## src/rtl/nsa_pkg.sv

```systemverilog
// Shared types and constants for the nibble-serial adder.
package nsa_pkg;

  localparam int unsigned NIB_W = 4;

  typedef enum logic [1:0] {
    IDLE,
    RUN,
    DONE
  } state_t;

  // Counter width for a count of n values; never below one bit.
  function automatic int unsigned clog2(input int unsigned n);
    int unsigned w;
    w = 1;
    while ((32'd1 << w) < n) w++;
    return w;
  endfunction

endpackage

```

## src/rtl/cla4_slice.sv

```systemverilog
// Combinational 4-bit carry-lookahead slice; c3 is the carry into bit 3.
module cla4_slice (
  input  logic [3:0] a,
  input  logic [3:0] b,
  input  logic       cin,
  output logic [3:0] sum,
  output logic       cout,
  output logic       c3
);

  logic [3:0] g;
  logic [3:0] p;
  logic [4:0] c;

  // Generate/propagate terms and flattened lookahead carries.
  always_comb begin
    g    = a & b;
    p    = a ^ b;
    c[0] = cin;
    c[1] = g[0] | (p[0] & cin);
    c[2] = g[1] | (p[1] & g[0]) | (p[1] & p[0] & cin);
    c[3] = g[2] | (p[2] & g[1]) | (p[2] & p[1] & g[0])
         | (p[2] & p[1] & p[0] & cin);
    c[4] = g[3] | (p[3] & g[2]) | (p[3] & p[2] & g[1])
         | (p[3] & p[2] & p[1] & g[0]) | (p[3] & p[2] & p[1] & p[0] & cin);
    sum  = p ^ c[3:0];
    cout = c[4];
    c3   = c[3];
  end

endmodule

```

## src/rtl/nibble_serial_adder.sv

```systemverilog
// WIDTH-bit adder streaming one nibble per cycle through a single CLA slice.
// Optional macro OVERFLOW_FLAG_EN adds a signed-overflow output ovf.
module nibble_serial_adder
  import nsa_pkg::*;
#(
  parameter int unsigned WIDTH = 16
) (
  input  logic             clk,
  input  logic             rst,
  input  logic             in_valid,
  output logic             in_ready,
  input  logic [WIDTH-1:0] a,
  input  logic [WIDTH-1:0] b,
  input  logic             cin,
  output logic             out_valid,
  input  logic             out_ready,
  output logic [WIDTH-1:0] sum,
  output logic             cout,
`ifdef OVERFLOW_FLAG_EN
  output logic             ovf,
`endif
  output logic             busy
);

  localparam int unsigned NIBS  = WIDTH / NIB_W;
  localparam int unsigned CNT_W = clog2(NIBS);

  // Reject widths that are not a whole number of nibbles.
  if ((WIDTH % NIB_W) != 0 || WIDTH < NIB_W) begin : g_width_check
    $error("nibble_serial_adder: WIDTH must be a multiple of 4 and >= 4");
  end

  state_t             state;
  logic [WIDTH-1:0]   a_sh;
  logic [WIDTH-1:0]   b_sh;
  logic [CNT_W-1:0]   cnt;
  logic [NIB_W-1:0]   slice_sum;
  logic               slice_cout;
  logic               slice_c3;
  logic [WIDTH-1:0]   sum_shift;

  // cout doubles as the inter-nibble carry register.
  cla4_slice u_slice (
    .a    (a_sh[NIB_W-1:0]),
    .b    (b_sh[NIB_W-1:0]),
    .cin  (cout),
    .sum  (slice_sum),
    .cout (slice_cout),
    .c3   (slice_c3)
  );

  // New slice nibble enters at the top; after NIBS shifts nibble 0 sits at the bottom.
  always_comb begin
    sum_shift = (sum >> NIB_W) | (WIDTH'(slice_sum) << (WIDTH - NIB_W));
  end

`ifndef OVERFLOW_FLAG_EN
  logic unused_c3;
  assign unused_c3 = slice_c3;
`endif

  // Control FSM plus operand/result datapath.
  always_ff @(posedge clk) begin
    if (rst) begin
      state     <= IDLE;
      in_ready  <= 1'b1;
      out_valid <= 1'b0;
      busy      <= 1'b0;
      sum       <= '0;
      cout      <= 1'b0;
      cnt       <= '0;
      a_sh      <= '0;
      b_sh      <= '0;
`ifdef OVERFLOW_FLAG_EN
      ovf       <= 1'b0;
`endif
    end else begin
      case (state)
        IDLE: begin
          if (in_valid) begin
            a_sh     <= a;
            b_sh     <= b;
            cout     <= cin;
            cnt      <= '0;
            state    <= RUN;
            in_ready <= 1'b0;
            busy     <= 1'b1;
          end
        end
        RUN: begin
          a_sh <= a_sh >> NIB_W;
          b_sh <= b_sh >> NIB_W;
          sum  <= sum_shift;
          cout <= slice_cout;
          cnt  <= cnt + CNT_W'(1);
          if (cnt == CNT_W'(NIBS - 1)) begin
            state     <= DONE;
            out_valid <= 1'b1;
`ifdef OVERFLOW_FLAG_EN
            ovf       <= slice_c3 ^ slice_cout;
`endif
          end
        end
        DONE: begin
          if (out_ready) begin
            state     <= IDLE;
            out_valid <= 1'b0;
            busy      <= 1'b0;
            in_ready  <= 1'b1;
          end
        end
        default: begin
          state     <= IDLE;
          in_ready  <= 1'b1;
          out_valid <= 1'b0;
          busy      <= 1'b0;
        end
      endcase
    end
  end

endmodule
```

## config.mk

```make
export PLATFORM = sky130hd
export DESIGN_NAME = nibble_serial_adder
export DESIGN_NICKNAME = d
export VERILOG_FILES = /design/src/rtl/nsa_pkg.sv /design/src/rtl/cla4_slice.sv /design/src/rtl/nibble_serial_adder.sv
export SDC_FILE = /design/constraint.sdc
export NUM_CORES = 1
export LEC_CHECK = 0
export ABC_CLOCK_PERIOD_IN_PS = 1780
export CAP_MARGIN = 30
export CELL_PAD_IN_SITES_DETAIL_PLACEMENT = 0
export CELL_PAD_IN_SITES_GLOBAL_PLACEMENT = 1
export CORE_ASPECT_RATIO = 1.4
export CORE_UTILIZATION = 35
export DETAILED_ROUTE_END_ITERATION = 8
export PLACE_DENSITY_LB_ADDON = 0.1
export SYNTH_ARGS = -nofsm -noshare
export SYNTH_HDL_FRONTEND = slang
export SYNTH_SLANG_ARGS = --single-unit
```

## constraint.sdc

```tcl
create_clock -name clk -period 1.78 [get_ports clk]
set_input_delay 0.534 -clock clk [delete_from_list [all_inputs] [get_ports clk]]
set_output_delay 0.534 -clock clk [all_outputs]
set_load 0.02 [all_outputs]
```

==> results.rst, run 1 <==
.. list-table::
   :header-rows: 1

   * - Metric
     - Value
   * - Floorplan die area
     - between 7000 and 8000 um^2
   * - Number of register bits inferred by synthesis
     - 56
   * - Area of the placeable core
     - between 7000 and 8000 um^2
   * - Critical path launch point type
     - input pin
   * - First-pass GRT wire length
     - around 11 mm
   * - Standard cell with the maximum stage delay on the critical path
     - sky130_fd_sc_hd__clkdlybuf4s50_1
   * - Arrival time of data at the critical path endpoint
     - 1.87 ns
   * - Tightest slew margin relative to the limit
     - 0.672
   * - Ratio of cells with drive above 1 in the final layout
     - 0.0784
   * - Largest stage delay, worst path
     - 0.56 ns
   * - Largest area contributor in the synthesized netlist
     - sky130_fd_sc_hd__dfxtp_1
   * - Setup total negative slack
     - 0 ns
   * - Number of buffers inserted by port buffering
     - 56
   * - Number of nets at the end of the flow
     - around 410
   * - Synth async-reset ratio
     - 0
   * - Clock Power Share
     - 0.271
   * - Core utilization of the finished layout
     - 0.478
   * - Psw
     - 0.000736 W
   * - GRT Total Usage
     - 0.186
   * - Clock-pin slew on the worst setup and hold paths
     - around 0.1 ns
   * - Reg2reg setup slack
     - around 0.25 ns
   * - Sequential fraction of the synthesis area
     - 0.438
   * - Termination of the worst setup path
     - b_sh[6]
   * - Max Clock Skew
     - 0.00761 ns
   * - Mapped Area
     - ~2600 um^2
   * - Total power
     - about 0.0027 W
   * - Worst Setup SP
     - in_valid
   * - Crit. End Element
     - flop
   * - Starting utilization of the core area
     - 0.364
   * - Status
     - complete, no violations
   * - Die H
     - around 100 um
   * - Cts hold-fix bufs
     - 0
   * - Final Hold Viols
     - 0
   * - Number of enable-type register cells in the synthesized netlist
     - 0
   * - Area post-placement
     - approximately 3300 um^2
   * - Half-perimeter wire length of the detailed placement result
     - about 4.7 mm
   * - Clk Latency, worst-skew pair
     - about 0.30 ns
   * - Average cell area after synthesis
     - 8.17 um^2
   * - Setup-violating endpoint count in the final report
     - 0
   * - H-tree level count
     - 2
   * - DRT Pass-1 Iters
     - 4
   * - Unrepaired setup endpoints after global routing
     - false
   * - GRT Residual Overflow
     - 0
   * - Post-layout worst setup margin
     - 0.153 ns
   * - Slew at the pin closest to its max-slew limit
     - approximately 0.5 ns
   * - Maximum operating frequency
     - 615 MHz
   * - R2r worst-path depth
     - 4
   * - Area Growth Syn to Fin
     - 31.3%
   * - Most used standard cell by instance count after synthesis
     - sky130_fd_sc_hd__dfxtp_1
   * - Internal power contribution
     - between 0.0015 and 0.002 W
   * - Number of synthesis warnings
     - 0
   * - Launch point of the worst reg-to-reg path
     - a_sh[1]
   * - Detailed-route vias per instance
     - between 5 and 6
   * - Endpoint of the lowest-slack register-to-register path
     - sum[15]
   * - Number of antenna violations at the first check in global routing
     - 0
   * - Gate count after technology mapping
     - between 300 and 400
   * - Count of distinct cell types in the synthesized netlist
     - 38
   * - Cts bufs inserted
     - 5
   * - Dominant cells by area after synthesis
     - sky130_fd_sc_hd__dfxtp_1 44%, sky130_fd_sc_hd__a21oi_1 9.8%, sky130_fd_sc_hd__o21ai_0 7.0%
   * - Pre-CTS WS
     - -0.159 ns
   * - Via count of the first global-routing pass
     - around 2300
   * - Routability-driven placement congestion ratio
     - roughly 0.74
   * - Final antenna diode count
     - 0
   * - Post-detailed-route count of antenna-violating nets
     - 0
   * - Post-Layout Inst Area
     - roughly 3400 um^2
   * - Wire length per cell after detailed routing
     - 14.3 um
   * - Maximum number of pins on one net before global-route repair
     - 28
   * - Ys flop type
     - sky130_fd_sc_hd__dfxtp_1
   * - Wirelength, routed
     - approximately 6.6 mm
   * - Maximum VDD drop
     - 0.339 mV
   * - Hold WC Path Type
     - flop to flop
   * - Synth top area share
     - 0.438
   * - Post-Synthesis Net Count
     - approximately 360
   * - Leading cell types by count after synthesis
     - 56 x sky130_fd_sc_hd__dfxtp_1, 50 x sky130_fd_sc_hd__a21oi_1, 36 x sky130_fd_sc_hd__nand2_1, 36 x sky130_fd_sc_hd__o21ai_0, 26 x sky130_fd_sc_hd__nor2_1
   * - Placement Rows
     - 36
   * - Count of max-cap constraint violations
     - 0
   * - Final min period
     - roughly 1.6 ns
   * - Critical path class
     - input pin to flop
   * - Cell area power density
     - approximately 800 nW/um^2
   * - CTS max path bufs
     - 2
   * - Clock tree root driver cell
     - sky130_fd_sc_hd__clkbuf_8
   * - # DRC
     - 0
   * - Clk sink count
     - 56
   * - Number of pins exceeding their max-slew limit in the final report
     - 0
   * - Logic gate share of total power
     - 0.203
   * - Crit share post-route
     - 0.914
   * - Sw Share
     - 0.276
   * - DRC marker count from the first detailed-route iteration
     - ~130
   * - Leakage power of the design
     - approximately 1.4 nW
   * - WP data required
     - between 2 and 2.5 ns
   * - Largest fanout on the critical path
     - 26
   * - Sequential share of power
     - 0.526
   * - Clock tree from TritonCTS
     - yes
   * - Vias
     - around 2400
   * - Critical-path cell list
     - clkdlybuf4s50_1, o21ba_2, o21ai_0, a21oi_1
   * - Horizontal die dimension
     - 74.3 um
   * - Ports placed on the boundary
     - 57
## routing by layer
metal,global-route usage,vias to the layer above,share of wire
li1,-,1207,-
met4,0.0566,0,0.018
met1,0.224,1119,0.44
met2,0.334,50,0.51
met5,0,-,0
met3,0.0303,10,0.033
## registers in the layout (all words and copies together), names as in the netlist
register,count
a_sh,16
out_valid,1
cout,1
busy,1
in_ready,1
sum,16
b_sh,16
cnt,2
state,2
## how the worst min path moves through the flow
stage	startpoint	endpoint	depth (start not counted)
after floorplan	cnt[0]	cnt[0]	1
after global placement	sum[2]	sum[2]	2
after detailed placement	sum[3]	sum[3]	2
after CTS	sum[2]	sum[2]	2
after global routing	sum[3]	sum[3]	2
final	sum[3]	sum[3]	2
## critical path: cells and delay by family
kind | cells | cell delay (ns)
buf+inv | 1 | 0.56
compound gates | 3 | 0.77
## logic make-up (layout without fill, tap and decap cells)
logic type | count (synthesis) | count (layout) | synth area share
AO/OA/AOI/OAI | 123 | 123 | 0.287
XOR/XNOR | 1 | 1 | 0.00342
adder cells (fa/ha/maj) | 6 | 6 | 0.0323
buffers and inverters | 33 | 90 | 0.0562
flip-flops | 56 | 56 | 0.438
AND/OR/NAND/NOR | 94 | 94 | 0.183
## what timing repair did
action	in CTS	in global routing
setup endpoints to repair	18	2
resized for setup	18	2
setup buffers	0	0
## per-stage QoR
| step | hold slack (ns) | std cells |
|---|---|---|
| 2_1_floorplan | 0.444 | 313 |
| 3_3_place_gp | 0.443 | 457 |
| 3_5_place_dp | 0.447 | 457 |
| 4_1_cts | 0.459 | 465 |
| 5_1_grt | 0.473 | 465 |
| 6_report | 0.453 | 465 |
## power by group through the flow
stage	clock network (W)	registers [W]	logic (W)
after floorplan	0	0.00144	0.000307
after global placement	0	0.00143	0.000554
after detailed placement	0	0.00143	0.000557
after CTS	0.000749	0.00140	0.000547
after global routing	0.000801	0.00142	0.000603
final	0.000723	0.00140	0.000540
## final cells by class
cell class / instances / area (um^2)
fillers: 739 / 3670
flip-flops and latches: 56 / 1120
inverters: 7 / 26.3
well taps: 95 / 119
repair buffers: 75 / 711
clock buffers: 8 / 90.1
multi-input cells: 224 / 1290
## placed cells by master (no fill, tap or decap), types with 2 or more instances in the layout
master,count
sky130_fd_sc_hd__a211oi_1,4
sky130_fd_sc_hd__a21oi_1,50
sky130_fd_sc_hd__and3b_1,8
sky130_fd_sc_hd__buf_12,2
sky130_fd_sc_hd__buf_4,17
sky130_fd_sc_hd__clkbuf_1,2
sky130_fd_sc_hd__clkbuf_8,6
sky130_fd_sc_hd__clkdlybuf4s50_1,36
sky130_fd_sc_hd__dfxtp_1,56
sky130_fd_sc_hd__dlygate4sd2_1,18
sky130_fd_sc_hd__dlymetal6s2s_1,2
sky130_fd_sc_hd__ha_1,5
sky130_fd_sc_hd__inv_1,6
sky130_fd_sc_hd__nand2_1,36
sky130_fd_sc_hd__nand2b_1,4
sky130_fd_sc_hd__nand3_1,2
sky130_fd_sc_hd__nor2_1,26
sky130_fd_sc_hd__nor2b_1,9
sky130_fd_sc_hd__o21ai_0,36
sky130_fd_sc_hd__o21ba_2,2
sky130_fd_sc_hd__o22ai_1,7
sky130_fd_sc_hd__o2bb2ai_1,18
(Power assumes the default switching activity.)
==> run 2, diff against run 1 <==
--- a/config.mk
+++ b/config.mk
@@ -5,6 +5,7 @@
 export SDC_FILE = /design/constraint.sdc
 export NUM_CORES = 1
 export LEC_CHECK = 0
+export ABC_AREA = 1
 export ABC_CLOCK_PERIOD_IN_PS = 1780
 export CAP_MARGIN = 30
 export CELL_PAD_IN_SITES_DETAIL_PLACEMENT = 0
==> run 2 against run 1 <==
  * Register-to-register slack gained 0.16 ns
  * Count of clock-buffer cells in the layout shrank 1
  * Area after synthesis decreased by 5.0%
  * First-iteration DRC count is 55% lower
  * Wire length decreased by 18%
  * Cell count fell by 4.9%
  * Total power up 11%
  * Die area is 4.9% lower
  * Combinational power grew 15%
  * Sequential share of layout area increased by 1.4 points
  * Final area shrank 4.1%
  * Critical path depth shrank 3
==> results.rst, run 2 <==
.. list-table::
   :header-rows: 1

   * - Metric
     - Value
   * - Largest stage delay, worst path
     - between 0.3 and 0.4 ns
   * - Number of buffers inserted by port buffering
     - between 50 and 60
   * - CTS max path bufs
     - 2
   * - Clock tree root driver cell
     - sky130_fd_sc_hd__clkbuf_8
   * - Area fraction in compound gates after synthesis
     - 0.268
   * - Average cell area after synthesis
     - about 8.4 um^2
   * - Pre-CTS WS
     - -0.0308 ns
   * - Crit. End Element
     - output pin
   * - Total power
     - about 0.0030 W
   * - H-tree level count
     - 2
   * - Horizontal die dimension
     - ~72 um
   * - Gate count after technology mapping
     - ~290
   * - Core utilization of the finished layout
     - 0.484
   * - Final min period
     - 1.56 ns
   * - Maximum VDD drop
     - slightly below 0.5 mV
   * - Largest registers
     - a_sh (16), b_sh (16), sum (16)
   * - Status
     - complete, no violations
   * - Placement Rows
     - 35
   * - Clock-pin slew on the worst setup and hold paths
     - 0.10 ns
   * - Most used standard cell by instance count after synthesis
     - sky130_fd_sc_hd__dfxtp_1
   * - # DRC
     - 0
   * - Half-perimeter wire length of the detailed placement result
     - 3.83 mm
   * - Synth async-reset ratio
     - 0
   * - Setup-violating endpoint count in the final report
     - 0
   * - Count of buffers added by post-CTS timing repair for setup
     - 0
   * - Via count of the first global-routing pass
     - approximately 2000
   * - Die H
     - approximately 100 um
   * - Number of register bits inferred by synthesis
     - 56
   * - Xor and xnor fraction of the mapped netlist area
     - 0.00360
   * - Simple-gate portion of the synthesized area
     - 0.151
   * - Post-Layout Inst Area
     - approximately 3200 um^2
   * - Clk sink count
     - between 50 and 60
   * - Final antenna diode count
     - 0
   * - Share of cell area taken by muxes after synthesis
     - 0
   * - Number of placed cells counting well taps
     - 434
   * - DRT Pass-1 Iters
     - 4
   * - Unrepaired setup endpoints after global routing
     - false
   * - WP data required
     - approximately 1.3 ns
   * - Maximum number of pins on one net before global-route repair
     - 30
   * - Final Hold Viols
     - 0
   * - Tightest slew margin relative to the limit
     - 0.816
   * - Leading cell types by count after synthesis
     - 56 x sky130_fd_sc_hd__dfxtp_1, 39 x sky130_fd_sc_hd__nand2_1, 39 x sky130_fd_sc_hd__o21ai_0
   * - GRT Total Usage
     - 0.164
   * - Critical path launch point type
     - flop
   * - Post-cts resize count
     - 20
   * - Clock Power Share
     - 0.307
   * - Crit share post-route
     - 0.875
   * - Post-Layout Cell Count
     - 442
   * - DRC marker count from the first detailed-route iteration
     - 60
   * - Wire length per cell after detailed routing
     - approximately 12 um
   * - Dominant cells by area after synthesis
     - sky130_fd_sc_hd__dfxtp_1 46%, sky130_fd_sc_hd__o21ai_0 8.0%, sky130_fd_sc_hd__a21oi_1 6.2%
   * - Number of nets at the end of the flow
     - a little under 400
   * - Count of distinct cell types in the synthesized netlist
     - 30
   * - Ys flop type
     - sky130_fd_sc_hd__dfxtp_1
   * - Most common library cell in the layout ignoring fill and taps
     - sky130_fd_sc_hd__dfxtp_1
   * - Worst path buffer plus inverter count
     - 1
   * - Number of synthesis warnings
     - 0
   * - Cts bufs inserted
     - 5
   * - Area Growth Syn to Fin
     - 32.5%
   * - Vias
     - between 2000 and 2500
   * - Standard cell with the maximum stage delay on the critical path
     - sky130_fd_sc_hd__dfxtp_1
   * - Psw
     - between 0.0008 and 0.0009 W
   * - Combinational family with the most area after synthesis
     - compound AO/OA/AOI/OAI gates
   * - Ports placed on the boundary
     - 57
   * - Routability-driven placement congestion ratio
     - 0.706
   * - Leakage power of the design
     - approximately 1.3 nW
   * - Maximum operating frequency
     - 642 MHz
   * - Critical-path cell list
     - dlygate4sd2_1
   * - Largest area contributor in the synthesized netlist
     - sky130_fd_sc_hd__dfxtp_1
   * - GRT Residual Overflow
     - 0
   * - Largest fanout on the critical path
     - 2
   * - Number of enable-type register cells in the synthesized netlist
     - 0
   * - Sequential fraction of the synthesis area
     - 0.461
   * - Mapped Area
     - between 2000 and 2500 um^2
   * - Number of antenna violations at the first check in global routing
     - 0
   * - Synth top area share
     - 0.461
   * - Internal power contribution
     - about 0.0022 W
   * - Sw Share
     - 0.272
   * - Hold WC Path Type
     - flop to flop
   * - Area of the placeable core
     - 6660 um^2
   * - Max Clock Skew
     - between 0.004 and 0.005 ns
   * - Cts hold-fix bufs
     - 0
   * - Post-layout worst setup margin
     - between 0.2 and 0.25 ns
   * - Critical path's top delay family
     - flip-flops
   * - Area post-placement
     - about 3100 um^2
   * - Critical path class
     - flop to output pin
   * - Count of max-cap constraint violations
     - 0
   * - Adder and majority cell fraction of the synthesized area
     - 0.0340
   * - Logic gate share of total power
     - 0.211
   * - Clock tree from TritonCTS
     - yes
   * - Sequential share of power
     - 0.483
   * - Detailed-route vias per instance
     - 4.82
   * - Post-detailed-route count of antenna-violating nets
     - 0
   * - Wirelength, routed
     - about 5.4 mm
   * - Number of pins exceeding their max-slew limit in the final report
     - 0
   * - Ratio of cells with drive above 1 in the final layout
     - 0.140
   * - Starting utilization of the core area
     - 0.365
   * - Slew at the pin closest to its max-slew limit
     - about 0.28 ns
   * - Cell area power density
     - ~920 nW/um^2
   * - Top library cells by usage in the layout, fill and taps aside
     - 56 x sky130_fd_sc_hd__dfxtp_1, 39 x sky130_fd_sc_hd__o21ai_0, 39 x sky130_fd_sc_hd__nand2_1, 36 x sky130_fd_sc_hd__clkdlybuf4s50_1
   * - Floorplan die area
     - between 7000 and 8000 um^2
   * - First-pass GRT wire length
     - about 9.4 mm
   * - Clk Latency, worst-skew pair
     - between 0.3 and 0.4 ns
   * - Arrival time of data at the critical path endpoint
     - roughly 1 ns
   * - Post-Synthesis Net Count
     - ~330
## run 2: cell types whose count changed after synthesis, sizes merged, moves of 3 or more
cell / delta
a211oi: -4
a21oi: -7
and3b: -8
clkbuf: -9
inv: +9
nand2: +7
nand2b: -5
nand3b: +3
nor2: +6
nor2b: -9
o21ai: +6
o22ai: +17
o2bb2ai: -18
## run 2: final cells by class
cell class                      instances  area, um^2
Clock buffer                            7        96.3
Clock inverter                          1        30.0
Fill cell                             680        3430
Inverter                               15        58.8
Multi-Input combinational cell        201        1110
Sequential cell                        56        1120
Tap cell                               92         115
Timing Repair Buffer                   70         691
## run 2: worst paths after layout
check / start / endpoint / slack [ns] / cells past startpoint
min reg2reg: busy / busy / 0.47 / 2
max: cout / cout / 0.22 / 1
max reg2reg: a_sh[1] / sum[14] / 0.41 / 6
min: busy / busy / 0.47 / 2
## run 2: power by group through the flow
stage          Sequential (W)  Combinational [W]  Clock (W)
2_1_floorplan         0.00149           0.000367          0
6_report              0.00142           0.000623   0.000905
5_1_grt               0.00144           0.000703   0.000991
3_5_place_dp          0.00146           0.000657          0
3_3_place_gp          0.00146           0.000655          0
4_1_cts               0.00143           0.000633   0.000941
## run 2: routing by layer
layer	routed length, um	vias to the layer above	track usage
met4	76	0	0.0543
met3	178	6	0.0330
met2	2810	43	0.289
met1	2370	967	0.198
li1	-	1115	-
met5	0	-	0
## run 2: cell families (layout without fill, tap and decap cells)
group,after synthesis,in the layout
adder cells (fa/ha/maj),6,6
buffers and inverters,34,93
AND/OR/NAND/NOR,84,84
XOR/XNOR,1,1
flip-flops,56,56
AO/OA/AOI/OAI,110,110
## run 2: per-stage QoR
stage,hold WS (ns),setup TNS (ns)
final,0.470,0
after global routing,0.478,0
after CTS,0.470,0
after detailed placement,0.457,-0.101
after global placement,0.449,0
after floorplan,0.428,0
## run 2: worst reg2reg max path: stages, from the launching register on
cell and delay (ns):
sky130_fd_sc_hd__dfxtp_1 0.33, sky130_fd_sc_hd__ha_1 0.35, sky130_fd_sc_hd__or2_2 0.34, sky130_fd_sc_hd__nand3b_1 0.09, sky130_fd_sc_hd__nand3_1 0.08, sky130_fd_sc_hd__nand2_1 0.06, sky130_fd_sc_hd__inv_1 0.03
==> RTL change: new RTL, config.mk and constraints of run 1 <==
Make the reset (`rst`) asynchronous in one clocked block.
--- a/src/rtl/nibble_serial_adder.sv
+++ b/src/rtl/nibble_serial_adder.sv
@@ -60,7 +60,7 @@
 `endif
 
   // Control FSM plus operand/result datapath.
-  always_ff @(posedge clk) begin
+  always_ff @(posedge clk or posedge rst) begin
     if (rst) begin
       state     <= IDLE;
       in_ready  <= 1'b1;
Behaviour: differs if rst is asserted again (counterexample within 4 cycles, from zero or initial values and one cycle with rst high); with rst held inactive, the same outputs for 10 cycles.
==> RTL change against run 1 <==
  * Synthesized area increased by 2.0%
  * Fmax decreased by 5.1%
  * Design area increased by 2.5%
  * Routed wire length decreased by 11%
  * Clock skew about the same
  * Worst setup slack got worse by 87 ps
  * Count of clock-buffer cells in the layout decreased by 2
  * Via count decreased by 12%
  * Sequential cell count unchanged
  * Global-route usage decreased by 2.0 points
  * Critical path type is now reg2out
Power is not compared: it rests on default switching activity, and its combinational part moved more than twofold at a synthesized area within 25%.
==> RTL change: results (changes against run 1) <==
stage,metric,value,unit,change
status,outcome,completed,,
timing,whs,476,ps,+22.5 ps
timing,layout_min_cycle_time,1710,ps,+87.5 ps
synthesis,ys_top_cells_by_area,"dfrtp_1, nand2_1, o21ai_0",,
global_routing,grt_pass1_wl,10.1,mm,-8.1%
synthesis,synth_xor_area_share,0.336,%,-0.0067 points
global_routing,grt_pass1_vias,2079,,-8.0%
synthesis,yosys.area_share.adder,3.16,%,-0.063 points
clock_tree,clockBufferDepth,2,,unchanged
placement,place_ws,-96.5,ps,+62.4 ps
final_layout,fillers,708,,-4.2%
synthesis,async_flop_share,100,%,+100 points
final_layout,reg_top3,"a_sh x16, b_sh x16, sum x16",,
critical_path,r2r-start,a_sh[0],,
global_routing,grt_max_degree,57,,+100%
critical_path,cp-endpoint,in_ready,,
final_layout,design_area,3450,µm²,+2.5%
detailed_routing,wl_met1,2.62,mm,-9.4%
critical_path,path_max_fanout,3,,-88%
clock_tree,cts_resized,20,,+2
synthesis,netlist_top_cells_count,"nand2_1, dfrtp_1, o21ai_0, a21oi_1, a22oi_1",,
clock_tree,cts_setup_buffers,0,,unchanged
synthesis,syn-num-nets,311,,-13%
critical_path,slowest_stage,dfstp_2,,
critical_path,crit_family,flip-flops,,
synthesis,synth-main-ff-cell,dfrtp_1,,
clock_tree,clk_pin_slew,100,ps,about the same
detailed_routing,initialDrtViolationCount,61,,-54%
timing,worst-slew-pin-transition,323,ps,-168 ps
min_path,min_to,sum[2],,
critical_path,crit_start,in_ready,,
synthesis,synth_compound_area_share,19.9,%,-8.7 points
clock_tree,root_buffer,clkbuf_8,,
critical_path,arrival,1180,ps,-690 ps
final_layout,nets,377,,-8.5%
pwr,ir_worst_vdd,0.000517,V,
synthesis,yosysUniqueCellTypes,33,,-13%
placement,gp_congestion,0.758,,+2.6%
final_layout,drive_gt1_share,10.1,%,+2.3 points
final_layout,final_cells,430,,-7.5%
critical_path,r2r-end,sum[15],,
synthesis,synth.area.mux_share,0,%,unchanged
min_path,worstHoldStart,sum[2],,
detailed_routing,wl_met3,244,µm,+12%
critical_path,reg2reg_slack,300,ps,+50 ps
detailed_routing,wl_met2,2.92,mm,-14%
clock_tree,insertion_delay,300,ps,about the same
critical_path,reg2regPathDepth,4,,unchanged
timing,worst_clock_skew,8.09,ps,+0.477 ps
synthesis,yosysSeqAreaShare,53.7,%,+9.9 points
min_path,worstHoldPathType,reg2reg,,
timing,maxSlewViolCount,0,,unchanged
synthesis,ys_warn_count,0,,unchanged
detailed_routing,routed_wl,5.90,mm,-11%
placement,dp_hpwl,4.21,mm,-11%
placement,placedCellCount,422,,-7.7%
synthesis,postSynthAreaPerCell,9.74,µm²,+19%
clock_tree,htree_num_levels,2,,unchanged
global_routing,globalRouteTotalUtil,16.6,%,-2.0 points
detailed_routing,vias_per_cell,4.89,,-4.7%
[RTL change: cell count changes after synthesis, moves of 13 or more]
cell	before	now
nor2_1	26	5
a21oi_1	50	19
nand2_1	36	64
o2bb2ai_1	18	0
dfxtp_1	56	0
dfrtp_1	0	55
a22oi_1	0	13
[RTL change: layer usage]
metal / up-vias / global-route usage, %
li1: 1053 / -
met1: 987 / 20.2
met2: 53 / 28.4
met3: 9 / 3.49
met4: 0 / 5.26
met5: - / 0
[RTL change: power by group]
part / switching [mW] / internal (mW) / leakage [nW] / total, mW
clock network: 0.414 / 0.419 / 0.0552 / 0.833
registers: 0.347 / 1.82 / 0.718 / 2.16
logic: 1.45 / 1.13 / 0.884 / 2.58
[RTL change: area by class of cell]
cell class	count	area share (%)
Clock buffer	6	2.11
Clock inverter	2	1.02
Inverter	6	0.763
Multi-Input combinational cell	187	30.9
Sequential cell	56	40.7
Tap cell	95	3.45
Timing Repair Buffer	78	21.1
